## src/rtl/ft245_sched.sv

```systemverilog
// Command scheduler between the FT245 FIFO wrapper and the register space:
// parses 2-byte host frames, returns read data, and shares the TX path with a stream source.
module ft245_sched #(
  parameter int ADDR_W   = 7,
  parameter int IDLE_GAP = 3,
  parameter int TIMEOUT  = 65535
) (
  input  logic              clk,
  input  logic              _reset,
  input  logic              _txe,
  input  logic              _rxf,
  input  logic              _wr,
  input  logic              _rd,
  output logic              _write_data,
  output logic              _read_data,
  output logic [7:0]        data_to_pc,
  input  logic [7:0]        data_to_fpga,
  output logic [ADDR_W-1:0] reg_addr,
  output logic [7:0]        reg_wdata,
  output logic              reg_we,
  output logic              reg_re,
  input  logic [7:0]        reg_rdata,
  input  logic              strm_valid,
  input  logic [7:0]        strm_data,
  output logic              strm_ready,
  output logic              frame_err
);

  localparam int GAP_W = $clog2(IDLE_GAP + 2);
  localparam int TO_W  = $clog2(TIMEOUT + 1);

  typedef enum logic [2:0] {
    S_IDLE, S_RX_REQ, S_RX_CAP, S_REG_WR, S_REG_RD, S_RD_LAT, S_TX_RSP, S_TX_STRM
  } state_t;

  state_t            state_q, state_d;
  logic [GAP_W-1:0]  gap_q, gap_d;
  logic [TO_W-1:0]   to_q, to_d;
  logic              partial_q, partial_d;
  logic              pend_q, pend_d;
  logic [7:0]        rsp_q, rsp_d;
  logic [ADDR_W-1:0] addr_q, addr_d;
  logic [7:0]        wdata_q, wdata_d;
  logic [7:0]        dpc_q, dpc_d;
  logic              ferr_q, ferr_d;
  logic              to_hit, drop;

  always_ff @(posedge clk or negedge _reset) begin
    if (!_reset) begin
      state_q   <= S_IDLE;
      gap_q     <= '0;
      to_q      <= '0;
      partial_q <= 1'b0;
      pend_q    <= 1'b0;
      rsp_q     <= '0;
      addr_q    <= '0;
      wdata_q   <= '0;
      dpc_q     <= '0;
      ferr_q    <= 1'b0;
    end else begin
      state_q   <= state_d;
      gap_q     <= gap_d;
      to_q      <= to_d;
      partial_q <= partial_d;
      pend_q    <= pend_d;
      rsp_q     <= rsp_d;
      addr_q    <= addr_d;
      wdata_q   <= wdata_d;
      dpc_q     <= dpc_d;
      ferr_q    <= ferr_d;
    end
  end

  // A stale half frame is only abandoned while nothing is in flight on the wrapper.
  assign to_hit = partial_q && (to_q == TO_W'(TIMEOUT));
  assign drop   = to_hit && ((state_q == S_IDLE) || (state_q == S_RX_REQ && _rd));

  always_comb begin
    state_d   = state_q;
    gap_d     = gap_q;
    to_d      = to_q;
    partial_d = partial_q;
    pend_d    = pend_q;
    rsp_d     = rsp_q;
    addr_d    = addr_q;
    wdata_d   = wdata_q;
    dpc_d     = dpc_q;
    ferr_d    = ferr_q;
    if (gap_q != '0) gap_d = gap_q - GAP_W'(1);
    if (partial_q && !to_hit) to_d = to_q + TO_W'(1);
    if (drop) begin
      state_d   = S_IDLE;
      partial_d = 1'b0;
      ferr_d    = 1'b1;
      to_d      = '0;
    end else begin
      unique case (state_q)
        S_IDLE: if (gap_q == '0) begin
          if (pend_q && !_txe) begin
            state_d = S_TX_RSP;
            dpc_d   = rsp_q;
          end else if ((partial_q || !pend_q) && !_rxf) begin
            state_d = S_RX_REQ;
          end else if (strm_valid && !_txe && !partial_q) begin
            state_d = S_TX_STRM;
            dpc_d   = strm_data;
          end
        end
        S_RX_REQ: if (!_rd) begin
          state_d = S_RX_CAP;
          gap_d   = GAP_W'(IDLE_GAP);
        end
        S_RX_CAP: begin
          to_d = '0;
          if (partial_q) begin
            wdata_d = data_to_fpga;
            state_d = S_REG_WR;
          end else begin
            addr_d = data_to_fpga[ADDR_W-1:0];
            if (data_to_fpga[7]) begin
              state_d = S_REG_RD;
            end else begin
              partial_d = 1'b1;
              state_d   = S_IDLE;
            end
          end
        end
        S_REG_WR: begin
          partial_d = 1'b0;
          to_d      = '0;
          state_d   = S_IDLE;
        end
        S_REG_RD: state_d = S_RD_LAT;
        S_RD_LAT: begin
          rsp_d   = reg_rdata;
          pend_d  = 1'b1;
          state_d = S_IDLE;
        end
        S_TX_RSP: if (!_wr) begin
          pend_d  = 1'b0;
          gap_d   = GAP_W'(IDLE_GAP);
          state_d = S_IDLE;
        end
        S_TX_STRM: if (!_wr) begin
          gap_d   = GAP_W'(IDLE_GAP);
          state_d = S_IDLE;
        end
        default: state_d = S_IDLE;
      endcase
    end
  end

  // Requests drop combinationally on the strobe so they never outlive the transfer.
  always_comb begin
    _read_data  = !((state_q == S_RX_REQ) && _rd);
    _write_data = !(((state_q == S_TX_RSP) || (state_q == S_TX_STRM)) && _wr);
    reg_we      = (state_q == S_REG_WR);
    reg_re      = (state_q == S_REG_RD);
    strm_ready  = (state_q == S_TX_STRM) && !_wr;
    data_to_pc  = dpc_q;
    reg_addr    = addr_q;
    reg_wdata   = wdata_q;
    frame_err   = ferr_q;
  end

endmodule

```

## config.mk

```make
export PLATFORM = sky130hd
export DESIGN_NAME = ft245_sched
export DESIGN_NICKNAME = d
export VERILOG_FILES = /design/src/rtl/ft245_sched.sv
export SDC_FILE = /design/constraint.sdc
export NUM_CORES = 1
export LEC_CHECK = 0
export CELL_PAD_IN_SITES_DETAIL_PLACEMENT = 1
export CELL_PAD_IN_SITES_GLOBAL_PLACEMENT = 1
export CORE_MARGIN = 10
export CORE_UTILIZATION = 44
export CTS_CLUSTER_DIAMETER = 120
export CTS_CLUSTER_SIZE = 16
export DETAILED_ROUTE_END_ITERATION = 12
export DONT_BUFFER_PORTS = 1
export MAX_ROUTING_LAYER = met4
export PLACE_DENSITY = 0.83
export RECOVER_POWER = 50
export SETUP_SLACK_MARGIN = 0.05
export SLEW_MARGIN = 20
export SYNTH_ARGS = -nofsm -noshare
export SYNTH_HDL_FRONTEND = slang
export SYNTH_SLANG_ARGS = --single-unit
```

## constraint.sdc

```tcl
create_clock -name clk -period 1.9 [get_ports clk]
set_clock_uncertainty 0.1 [all_clocks]
set_input_delay 0.38 -clock clk [delete_from_list [all_inputs] [get_ports clk]]
set_output_delay 0.38 -clock clk [all_outputs]
set_load 0.03 [all_outputs]
```

==> run metrics, run 1 <==
result of the run complete, but fails checks; worst ir drop on vdd 1.07 mV; Psw 2.54 mW; violations in the final reports negative setup slack; cell area after placement 3010 µm²; buffer levels on the longest clock path 2; sum of buffers and inverters on the critical path 1; primary flip-flop cell chosen by synthesis mapping sky130_fd_sc_hd__dfrtp_1; switching power as a share of total power 0.436; overall die width 98.7 µm; required time of the worst setup path 2.01 ns; Worst setup EP type flop; Final Hold Vio Count 0; wire per inst 28.5 µm; Slowest Stage Delay on Critical Path 0.47 ns; total die area 9750 µm²; Worst Hold Class input port to flop; hold-critical path endpoint rsp_q[3]$_DFFE_PN0P_; final critical-path share of the clock period 1.10; Post-Route Utilization 0.606; part of the total power dissipated in sequential elements 0.441; average size of a mapped cell 11.5 µm²; CP arrival 2.20 ns; area fraction of the dominant cell type after synthesis 0.514; setup repair after global routing missed its margin true; commonest non-fill, non-tap cell in the layout sky130_fd_sc_hd__dfrtp_1; part of the power in combinational logic 0.401; drt initial violations 189; FF-to-FF setup slack -0.19 ns; Post-Synthesis Cells 238; remaining number of nets flagged by the antenna check after routing 0; number of buffers added by the clock tree synthesis step 5; n_diodes 0; cell total after placement 331; worst reg2reg path depth 6; Area Overhead vs Synth 32.3%; global route overflow 0; worst-path cell chain nand4_1, buf_4, or4_4, o211ai_1, xor2_1, nor2_1; leakage power 1.66 nW; post-synth cell types 45; WL met1 roughly 3800 µm; portion of the post-synthesis area used by sequential elements 0.514; Max Fclk 0.479 GHz; routed wl met3 759 µm; Max Transition Viols Final 0; Core Box Area 5960 µm²; number of buffer cells added on primary ports 0; type of origin of the critical path flop; die extent in y ~99 µm; post-placement worst setup slack -0.0638 ns; DR top layer met4; share of flip-flops with an asynchronous set or reset 1.00; clk_lat worst skew 0.32 ns; number of I/O pins 60; final setup fails 38; dominant cells by area after synthesis sky130_fd_sc_hd__dfrtp_1 51%, sky130_fd_sc_hd__mux2_2 9.5%, sky130_fd_sc_hd__nor2_1 4.8%; all-layer global routing usage 0.167; Cell Rows 28; Clock Sink Count 56; number of standard cells in the layout, taps in and fillers out 370; leading cell types in the layout, fill and taps excluded 54 x sky130_fd_sc_hd__dfrtp_1, 45 x sky130_fd_sc_hd__buf_4, 25 x sky130_fd_sc_hd__nor2_1; number of synthesized flops with an enable pin 0; final net count 329; critical path class flop to flop; total half-perimeter wirelength after legalization and detailed placement roughly 5400 µm; Int Pwr around 3.3 mW; vias per cell slightly above 6; post-layout min period 2.09 ns; MaxCap Viol Count 0; worst hold path startpoint reg_rdata[3]; number of global-route vias before repair 2327; final standard cell area without fillers 3610 µm²; synthesis-stage register bit count 56; final worst setup slack -0.188 ns; post-synth top area cell sky130_fd_sc_hd__dfrtp_1; initial cell density of the core 0.458; worst-path fanout max 5; CP top delay family simple AND/OR/NAND/NOR gates; worst slew margin relative to its limit 0.475; Syn Std Cell Area approximately 2700 µm²; number of cells on the worst hold path 1; clock transition at the register clock pins on the worst setup and hold paths after CTS ~0.1 ns; First-pass DRT Iterations 4; Crit Reg-Reg Startpoint to_q[13]$_DFFE_PN0P_; Synth Net Count ~270; first-pass GRT wire length 12900 µm; htree depth 2; via count of the routed design 2289; PwrDens 1610 nW/µm²; number of DRC violations after detailed routing 0; Final Wtd Congestion 0.841; clock tree from TritonCTS yes; clock network power share 0.157; routed length on met2 5510 µm; pin count of the biggest net entering global routing 57; total routed wirelength 10600 µm; library cell contributing the largest single delay on the critical path sky130_fd_sc_hd__or4_4; cell at the root of the clock tree sky130_fd_sc_hd__clkbuf_8; share of cells above drive strength 1 0.437; warning count from the yosys run 0; number of antenna violations at the first check in global routing 0; Worst Tran Pin Value about 0.8 ns; endpoint of the most critical register-to-register path to_q[2]$_DFFE_PN0P_
==> logic make-up after synthesis <==
| kind of cell | Yosys count | synth area share |
|---|---|---|
| XOR/XNOR | 16 | 0.0514 |
| multiplexers | 34 | 0.135 |
| adder cells (fa/ha/maj) | 3 | 0.0138 |
| AND/OR/NAND/NOR | 88 | 0.193 |
| AO/OA/AOI/OAI | 26 | 0.0605 |
| flip-flops | 56 | 0.514 |
| buffers and inverters | 15 | 0.0321 |
==> sequential cells by signal, indices dropped and copies added, names as in the netlist <==
name and flops:
reg_wdata 8, partial_q 1, frame_err 1, rsp_q 8
pend_q 1, state_q 3, to_q 16, reg_addr 7
gap_q 3, data_to_pc 8
==> cells in the mapped netlist (3+ instances only) <==
cell type	instances
sky130_fd_sc_hd__a21oi_1	11
sky130_fd_sc_hd__and3_1	3
sky130_fd_sc_hd__clkbuf_1	3
sky130_fd_sc_hd__dfrtp_1	56
sky130_fd_sc_hd__ha_1	3
sky130_fd_sc_hd__inv_1	6
sky130_fd_sc_hd__mux2_2	23
sky130_fd_sc_hd__mux2i_1	11
sky130_fd_sc_hd__nand2_1	7
sky130_fd_sc_hd__nand2b_1	6
sky130_fd_sc_hd__nand3_1	5
sky130_fd_sc_hd__nand4_1	5
sky130_fd_sc_hd__nor2_1	35
sky130_fd_sc_hd__nor3_1	4
sky130_fd_sc_hd__nor3b_1	3
sky130_fd_sc_hd__o21ai_0	5
sky130_fd_sc_hd__xnor2_1	8
sky130_fd_sc_hd__xor2_1	8
==> routing by layer <==
layer | GRT usage | up-vias
met5 | - | -
met1 | 0.170 | 1187
met4 | 0.0617 | 0
met2 | 0.303 | 115
li1 | - | 949
met3 | 0.0440 | 38
==> worst max-delay path by stage <==
stage / start / endpoint / slack (ns) / cells past startpoint
6_report: to_q[13]$_DFFE_PN0P_ / to_q[2]$_DFFE_PN0P_ / -0.19 / 6
5_1_grt: to_q[12]$_DFFE_PN0P_ / state_q[2]$_DFFE_PN0P_ / -0.24 / 7
4_1_cts: to_q[1]$_DFFE_PN0P_ / to_q[2]$_DFFE_PN0P_ / 0.01 / 6
3_5_place_dp: to_q[0]$_DFFE_PN0P_ / to_q[14]$_DFFE_PN0P_ / -0.06 / 6
3_3_place_gp: to_q[9]$_DFFE_PN0P_ / to_q[5]$_DFFE_PN0P_ / 0.03 / 6
2_1_floorplan: state_q[0]$_DFFE_PN0P_ / data_to_pc[5]$_DFFE_PN0P_ / 0.07 / 6
==> worst register-to-register path, delay by kind of cell (launching register included) <==
kind                      cells  cell delay (ns)
buffers and inverters         1             0.20
AOI/OAI and AO/OA             1             0.30
and+or+nand+nor               3             0.75
xor gates and xnor gates      1             0.21
DFF                           1             0.44
==> timing repair <==
item,in CTS,in global routing
cloned,0,3
setup buffers,11,16
hold buffers,2,0
resized for setup,11,37
setup endpoints to repair,29,46
endpoints found under the hold margin,56,0
pin swaps,9,17
==> layout make-up <==
cell class	count	area [µm²]
Clock inverter	2	60.1
Clock buffer	5	68.8
Fill cell	599	2350
Inverter	6	22.5
Multi-Input combinational cell	169	1450
Sequential cell	56	1400
Tap cell	75	93.8
Timing Repair Buffer	57	512
==> stage by stage <==
| stage | hold WS [ns] | total power [mW] | setup TNS [ns] |
|---|---|---|---|
| 2_1_floorplan | -0.0156 | 3.55 | 0 |
| 3_3_place_gp | -0.0126 | 3.93 | 0 |
| 4_1_cts | 0.110 | 5.12 | 0 |
| 6_report | 0.112 | 5.83 | -3.21 |
| 3_5_place_dp | -0.0125 | 4.07 | -0.536 |
| 5_1_grt | 0.104 | 6.09 | -4.37 |
==> power by group through the flow <==
stage,Combinational (mW),Clock [mW],Sequential (mW)
2_1_floorplan,1.21,0,2.34
3_3_place_gp,1.45,0,2.48
3_5_place_dp,1.56,0,2.51
4_1_cts,1.73,0.905,2.49
5_1_grt,2.51,0.965,2.61
6_report,2.34,0.916,2.57
(Power assumes the default switching activity.)
==> run 2: changes to the inputs <==
--- a/config.mk
+++ b/config.mk
@@ -11,5 +11,4 @@
 export CORE_UTILIZATION = 44
 export CTS_CLUSTER_DIAMETER = 120
-export CTS_CLUSTER_SIZE = 16
 export DETAILED_ROUTE_END_ITERATION = 12
 export DONT_BUFFER_PORTS = 1
==> constraint.sdc (replaced) <==
create_clock -name clk -period 1.9 [get_ports clk]
set_clock_uncertainty 0.1 [all_clocks]
set_input_delay 0.38 -clock clk [delete_from_list [all_inputs] [get_ports clk]]
set_output_delay 0.38 -clock clk [all_outputs]
set_load 0.005 [all_outputs]
==> run 2 against run 1 <==
  * The flow still finishes with violations (negative setup slack)
  * Sequential share of layout area rose by 2.4 points
  * Flip-flop and latch count did not move
  * Highest routed layer unchanged
  * Routed wire length fell by 24%
  * Non-clock buffer count fell by 19
  * Count of clock-buffer cells in the layout rose by 1
  * Worst setup slack improved by 0.13 ns
  * First-iteration DRC count fell by 42%
  * Register-to-register slack improved by 0.13 ns
==> run metrics, run 2 (synthesized netlist as in run 1, its figures left out) <==
all-layer global routing usage 0.150; remaining number of nets flagged by the antenna check after routing 0; critical path class flop to flop; cell at the root of the clock tree sky130_fd_sc_hd__clkbuf_8; wire per inst 22.8 µm; final standard cell area without fillers ~3400 µm²; number of buffers added by the clock tree synthesis step 5; global route overflow 0; Max Transition Viols Final 0; Area Overhead vs Synth 24.5%; number of filler instances in the final layout between 600 and 700; number of antenna violations at the first check in global routing 0; number of global-route vias before repair about 2200; drt initial violations 110; clock transition at the register clock pins on the worst setup and hold paths after CTS ~0.1 ns; Final Wtd Congestion 0.797; worst slew margin relative to its limit 0.493; max FFs per register 16; Worst setup EP type flop; final net count 310; htree depth 2; Worst Hold Class input port to flop; type of origin of the critical path flop; First-pass DRT Iterations 4; via count of the routed design 2065; required time of the worst setup path 2.00 ns; final worst setup slack -0.0555 ns; switching power as a share of total power 0.387; setup repair after global routing missed its margin true; Cell Rows 28; number of DRC violations after detailed routing 0; worst-path fanout max 8; FF-to-FF setup slack -0.06 ns; Int Pwr roughly 2.8 mW; first-pass GRT wire length 11700 µm; Reg with most FFs to_q; post-placement worst setup slack -0.0140 ns; clock network power share 0.150; number of buffer cells added on primary ports 0; cell area after placement 2980 µm²; overall die width between 90 and 100 µm; Final Hold Vio Count 0; worst ir drop on vdd 0.832 mV; clock tree from TritonCTS yes; result of the run complete, but fails checks; pin count of the biggest net entering global routing 57; part of the power in combinational logic 0.399; n_diodes 0; Clock Sink Count 56; part of the total power dissipated in sequential elements 0.451; Worst Tran Pin Value 0.761 ns; clk_lat worst skew between 0.3 and 0.4 ns; commonest non-fill, non-tap cell in the layout sky130_fd_sc_hd__dfrtp_1; CP arrival 2.06 ns; PwrDens 1340 nW/µm²; final setup fails 11; MaxCap Viol Count 0; Psw 1.76 mW; total die area 9750 µm²; vias per cell 5.87; number of I/O pins 60; post-layout min period 1.96 ns; leading cell types in the layout, fill and taps excluded 56 x sky130_fd_sc_hd__dfrtp_1, 32 x sky130_fd_sc_hd__buf_4, 23 x sky130_fd_sc_hd__mux2_2; initial cell density of the core 0.458; Max Fclk 0.511 GHz; Core Box Area 5960 µm²; share of cells above drive strength 1 0.408; total half-perimeter wirelength after legalization and detailed placement just over 5000 µm; buffer levels on the longest clock path 2; violations in the final reports negative setup slack; leakage power approximately 1.5 nW; total routed wirelength 8040 µm; final critical-path share of the clock period 1.03; die extent in y 98.7 µm
-- run 2: changes by cell type in the layout (fill, tap and decap cells not counted), moves of 3 or more --
cell | before | now
sky130_fd_sc_hd__nor2_4 | 6 | 9
sky130_fd_sc_hd__nand3_1 | 1 | 4
sky130_fd_sc_hd__nor2_1 | 25 | 13
sky130_fd_sc_hd__nor2_2 | 5 | 14
sky130_fd_sc_hd__buf_6 | 5 | 1
sky130_fd_sc_hd__buf_4 | 45 | 32
-- run 2: layout make-up --
cell class / count / area [µm²] / area share
timing repair buffer: 38 / 329 / 0.0969
multi-input combinational: 169 / 1460 / 0.429
inverter: 6 / 25.0 / 0.00737
clock buffer: 6 / 72.6 / 0.0214
sequential: 56 / 1400 / 0.413
tap: 75 / 93.8 / 0.0276
clock inverter: 2 / 17.5 / 0.00516
-- run 2: per-layer routing --
layer	GRT usage	share of wire	vias to the layer above	wire length (µm)
met3	0.0440	0.062	19	497
li1	-	-	913	-
met2	0.262	0.54	82	4320
met4	0.0518	0.025	0	204
met1	0.158	0.38	1051	3020
met5	-	0	-	0
-- run 2: through the flow --
step           total power [mW]  setup TNS (ns)   util  std cells  hold slack [ns]
4_1_cts                    4.30               0  0.532        343            0.104
3_3_place_gp               3.39               0  0.500        327          -0.0128
2_1_floorplan              3.05               0      -        238          -0.0156
3_5_place_dp               3.52         -0.0368  0.500        327          -0.0131
6_report                   4.54          -0.408  0.570        352            0.107
5_1_grt                    4.83           -3.09  0.570        352           0.0947
-- run 2: power by group through the flow --
stage	registers (mW)	logic (mW)	clock network (mW)
finish	2.05	1.81	0.681
global route	2.11	1.97	0.748
CTS	2.03	1.58	0.689
detailed placement	2.05	1.47	0
global placement	2.02	1.37	0
floorplan	1.88	1.17	0
-- run 2: repair_timing --
action	4_1_cts	5_1_grt
gates cloned	0	2
buffers inserted	6	7
endpoints found under the hold margin	56	0
pin swaps	4	22
hold buffers	2	0
resized for setup	7	42
endpoints found under the setup margin	21	34
-- run 2: final timing paths --
path | end | start | depth (start not counted)
max in group asynchronous | to_q[3]$_DFFE_PN0P_ | _reset | 2
worst max-delay path | reg_wdata[3]$_DFFE_PN0P_ | state_q[1]$_DFFE_PN0P_ | 5
worst min register to register | rsp_q[6]$_DFFE_PN0P_ | rsp_q[6]$_DFFE_PN0P_ | 1
worst min-delay path | rsp_q[6]$_DFFE_PN0P_ | reg_rdata[6] | 1
worst max register to register | reg_wdata[3]$_DFFE_PN0P_ | state_q[1]$_DFFE_PN0P_ | 5
min in group asynchronous | state_q[1]$_DFFE_PN0P_ | _reset | 2
-- run 2: critical path: stages, from the launching register on --
cell and delay (ns):
sky130_fd_sc_hd__dfrtp_1 0.51, sky130_fd_sc_hd__nand2b_4 0.18, sky130_fd_sc_hd__or2_2 0.34, sky130_fd_sc_hd__nor2_2 0.21
sky130_fd_sc_hd__buf_12 0.16, sky130_fd_sc_hd__mux2_2 0.34
